**config.mk**
```make
export PLATFORM = sky130hd
export DESIGN_NAME = clock_reset_gen
export DESIGN_NICKNAME = d
export VERILOG_FILES = /design/src/rtl/clock_reset_gen.sv
export SDC_FILE = /design/constraint.sdc
export NUM_CORES = 1
export LEC_CHECK = 0
export CORE_AREA = 2 2 39 41
export CTS_CLUSTER_DIAMETER = 60
export CTS_CLUSTER_SIZE = 16
export DETAILED_ROUTE_END_ITERATION = 8
export DIE_AREA = 0 0 41 43
export GPL_ROUTABILITY_DRIVEN = 0
export PLACE_DENSITY = 0.66
export SLEW_MARGIN = 20
export SYNTH_ARGS = -nofsm -noshare
export SYNTH_HDL_FRONTEND = slang
export SYNTH_SLANG_ARGS = --single-unit
```
**constraint.sdc**
```tcl
create_clock -name clk -period 1.4 [get_ports clk]
set_input_delay 0.21 -clock clk [delete_from_list [all_inputs] [get_ports clk]]
set_output_delay 0.21 -clock clk [all_outputs]
set_load 0.005 [all_outputs]
```
**src/rtl/clock_reset_gen.sv**
```systemverilog
// Board clock/reset front end: conditions the raw push-button reset into a
// clean synchronous reset, then derives a divided fabric clock, a rising-edge
// strobe and a sticky lock flag from the board clock.
module clock_reset_gen #(
  parameter int unsigned STAGES      = 4,
  parameter int unsigned DIV         = 4,
  parameter int unsigned LOCK_CYCLES = 64
) (
  input  logic clk,
  input  logic rst_n,
  output logic rst,
  output logic clk_out,
  output logic clk_rise,
  output logic locked
);

  localparam int unsigned HalfDiv = DIV / 2;
  localparam int unsigned DivW    = (HalfDiv > 1) ? $clog2(HalfDiv) : 1;
  localparam int unsigned LockW   = (LOCK_CYCLES > 0) ? $clog2(LOCK_CYCLES + 1) : 1;

  localparam logic [DivW-1:0]  DivMax  = DivW'(HalfDiv - 1);
  localparam logic [LockW-1:0] LockMax = LockW'(LOCK_CYCLES - 1);

  // Elaboration-time parameter sanity.
  if (STAGES < 2) begin : g_bad_stages
    $error("clock_reset_gen: STAGES must be at least 2");
  end
  if ((DIV < 2) || ((DIV % 2) != 0)) begin : g_bad_div
    $error("clock_reset_gen: DIV must be even and at least 2");
  end
  if (LOCK_CYCLES < 1) begin : g_bad_lock
    $error("clock_reset_gen: LOCK_CYCLES must be at least 1");
  end

  logic [STAGES-1:0] sync_q;
  logic [DivW-1:0]   div_cnt;
  logic [LockW-1:0]  lock_cnt;

  // Reset synchronizer: async set to all ones, shift zeros in once released.
  always_ff @(posedge clk or negedge rst_n) begin
    if (!rst_n) begin
      sync_q <= '1;
    end else begin
      sync_q <= {sync_q[STAGES-2:0], 1'b0};
    end
  end

  assign rst = sync_q[STAGES-1];

  // Divider, rise strobe and lock counter; held clear while rst is high.
  always_ff @(posedge clk or negedge rst_n) begin
    if (!rst_n) begin
      div_cnt  <= '0;
      lock_cnt <= '0;
      clk_out  <= 1'b0;
      clk_rise <= 1'b0;
      locked   <= 1'b0;
    end else if (rst) begin
      div_cnt  <= '0;
      lock_cnt <= '0;
      clk_out  <= 1'b0;
      clk_rise <= 1'b0;
      locked   <= 1'b0;
    end else begin
      if (div_cnt == DivMax) begin
        div_cnt  <= '0;
        clk_out  <= ~clk_out;
        // Strobe only when the toggle takes clk_out from 0 to 1.
        clk_rise <= ~clk_out;
      end else begin
        div_cnt  <= div_cnt + DivW'(1);
        clk_rise <= 1'b0;
      end
      // Counter stops once locked, so it never wraps.
      if (!locked) begin
        lock_cnt <= lock_cnt + LockW'(1);
        if (lock_cnt == LockMax) begin
          locked <= 1'b1;
        end
      end
    end
  end

endmodule

```
Yosys cells after proc, flatten, opt, wreduce, memory -nomap -nowiden
Index checks and enable logic that the tools add are counted.
{"block": "word_totals", "inputBits": 2, "ff_bits": 15, "wordCells": 23, "out_inout_bits": 4}
{"block": "op_classes", "reduce_logical": 1, "bitwise": 1, "n_eq_ne": 2, "add_sub_neg": 2, "n_mux": 11}
{"cell": "2-to-1 mux 7 bit", "n": 2}
{"cell": "2-to-1 mux 1 bit", "n": 9}
{"cell": "adder 7 x 1 -> 7 bit (second input constant)", "n": 1}
{"cell": "equality test 7 x 6 -> 1 bit (second input constant)", "n": 1}
{"cell": "!= test 2 x 1 -> 1 bit (second input constant)", "n": 1}
{"cell": "nonzero test 2 bit", "n": 1}
{"cell": "adder 1 bit (second input constant)", "n": 1}
{"cell": "NOT 1 bit", "n": 1}

Depth between registers and ports, before layout
{"block": "logic_depth", "depth_word": 4, "ltp_mapped": 4, "mapped_depth_nobuf": 4}

Worst setup path before layout
Ideal clock, no wire load.
{"block": "synth_path", "path_type": "reg2reg", "start": "register locked", "end": "register lock_cnt[5]", "path_slack_ps": 154, "path_stages_with_launch": 4, "n_path_buf": 0, "setup_time_ps": 125, "required_ps": 1275, "arrival_time_ps": 1121, "period_less_slack_ps": 1246, "path_cell_list": "dfrtp_1 > and4b_1 > nand3_2 > mux2_4"}
{"block": "synth_between", "elab_chain_len": 1}
{"item": "start: declaration", "line_no": "14", "source": "output logic locked"}
{"item": "start signal: assignment", "line_no": "57", "source": "locked <= 1'b0;"}
{"item": "start signal: assignment", "line_no": "63", "source": "locked <= 1'b0;"}
{"item": "start signal: assignment", "line_no": "78", "source": "locked <= 1'b1;"}
{"item": "!= test 2 x 1 -> 1 bit (no source line)"}
{"item": "end signal: assignment", "line_no": "76", "source": "lock_cnt <= lock_cnt + LockW'(1);"}
{"item": "end: declaration", "line_no": "37", "source": "logic [LockW-1:0] lock_cnt;"}
Every way passes these cells.
A chain may end at the register's enable or synchronous reset.

Worst setup path in the final report
{"block": "layout_path", "start": "register locked", "end": "output port locked"}
No word-level cell between the ends.

==> run metrics <==
reg2reg setup slack 0.06 ns; Post-Synthesis Cells 47; first-pass GRT wire length 1640 um; ant diodes 0; crit-path cells clkdlybuf4s50_1; gr ovfl total 0; Nets 68; skew final roughly 0.0030 ns; Worst VDD drop 0.598 mV; syn_area_per_cell 13.0 um^2; drt initial violations 1; CP startpoint kind flop; TNS Setup 0 ns; WL/cell 11.7 um; TritonCTS Buffers 3; Total GRT Usage 13.6%; YS warnings 0; Vias roughly 380; post-route insts no fill 80; Fin Hold WS 0.241 ns; status finished clean; critical path type flop to output port; sequential share of the synthesized area 62.2%; Cell Rows 14; pin count of the biggest net entering global routing 16; final WL 936 um; initial antenna violation count 0; core region area 1380 um^2; worst hold path class primary input to async pin; DRT met1 WL 432 um; Max Freq 0.741 GHz; port bufs 5; Worst-path clk slew 0.09 ns; Initial Util between 40% and 50%; clock period minus worst slack 1.35 ns; CTS root buf clkbuf_4; Crit path buffers/inverters 1; Die Y 43 um; MaxCap Viol Count 0; die area 1760 um^2; delay-heaviest family, CP buffers and inverters; post-synth cell types 20; Layout fillers between 100 and 150; R2R depth 4; most frequent cells in the layout 10 x nor2_1, 10 x dfrtp_1, 9 x buf_4; post-synthesis register bit count 15; # clock sinks 15; clk buf depth 2; Mapped Nets 50; worst r2r src sync_q[3]; met2 WL 459 um; hold_buf cts 0; Area Overhead vs Synth 25.2%; Max Slew Vio Count 0; Leakage 0.364 nW; Worst-Skew Late Latency 0.27 ns; highest routed layer met4; pwr dens between 1000 and 1500 nW/um^2; boundary pin count 6; count of final setup violators 0; Worst EP required 1.19 ns; CTS tree done; fin crit share 96.4%; Final Hold Vio Count 0; DR vias/cell 4.76; ANT nets after route 0; drt pass-1 iters 4; placed cells 71; layout cells sized above 1 37.5%; RSZ-0062 raised after global routing no; Worst path slowest cell clkdlybuf4s50_1; largest fanout on the critical path 2; Worst EP arrival 1.14 ns; Cell Area, Synth 612 um^2; placed inst area 701 um^2; Detail Route met3 WL about 37 um; FF-to-FF End lock_cnt[5]; Die Wd just over 40 um; critical path endpoint category output port; DRC 0; H-Tree Depth 1; fin area 766 um^2; max incr delay on CP 0.49 ns; Final Util 55.3%; vias in the first global route 390
==> cells in the mapped netlist <==
master / instances / area, um^2
dfrtp_1: 11 / 275
dfstp_2: 4 / 105
nand4b_1: 1 / 8.76
a31o_2: 1 / 8.76
and4b_1: 1 / 10.0
nor2_1: 10 / 37.5
mux2_4: 1 / 15.0
xor2_1: 2 / 17.5
buf_6: 1 / 11.3
mux2i_1: 1 / 10.0
and4_1: 1 / 8.76
inv_1: 1 / 3.75
xnor2_1: 3 / 26.3
a211oi_1: 1 / 7.51
conb_1: 1 / 3.75
ha_1: 1 / 12.5
nand3_2: 1 / 10.0
a31oi_1: 1 / 6.26
and2b_2: 3 / 26.3
nor3b_1: 1 / 7.51
==> how the worst max path moves through the flow <==
stage	start	to	slack [ns]	cells past startpoint
2_1_floorplan	locked	lock_cnt[5]	0.15	3
3_3_place_gp	locked	lock_cnt[5]	0.13	3
3_5_place_dp	locked	lock_cnt[5]	0.12	3
4_1_cts	clk_out	clk_out	0.04	1
5_1_grt	locked	locked	0.006	1
6_report	locked	locked	0.05	1
==> layout make-up <==
class | instances | area, um^2 | share of cell area [%]
clock buffer | 3 | 22.5 | 2.94
clock inverter | 1 | 5.00 | 0.654
inverter | 1 | 3.75 | 0.490
tap | 16 | 20.0 | 2.61
timing repair buffer | 14 | 116 | 15.2
multi-input combinational | 30 | 216 | 28.3
sequential | 15 | 382 | 49.8
==> flip-flops by register name, indices dropped and copies added (netlist names) <==
name / flops
div_cnt: 1
clk_out: 1
clk_rise: 1
locked: 1
sync_q: 4
lock_cnt: 7
==> kinds of logic after synthesis <==
family,synth area share [%]
fa+ha+maj,2.04
buf+inv,2.45
xor+xnor,7.16
flops,62.2
simple gates,17.8
compound gates,3.68
mux,4.09
other cells,0.613
==> metal layers <==
layer	global-route usage, %	up-vias
met5	0	-
met4	6.00	0
met3	3.14	2
met2	19.4	6
met1	19.4	186
li1	-	187
==> metrics by stage <==
step | power (mW) | worst slack, ns
finish | 0.779 | 0.0505
global route | 0.815 | 0.00550
CTS | 0.789 | 0.0428
detailed placement | 0.546 | 0.120
global placement | 0.545 | 0.135
floorplan | 0.509 | 0.154
==> where the power goes <==
part           internal [mW]  total, mW  switching [mW]  leakage (nW)
logic                 0.0414     0.0737          0.0323         0.157
registers              0.457      0.469          0.0114         0.189
clock network          0.106      0.237           0.131        0.0177
==> repair_timing <==
action                                  in CTS  in global routing
buffers inserted                             4                  1
endpoints found under the setup margin       3                  1
gates resized for setup                      2                  0
Note: power is estimated with default switching activity, not from simulation.
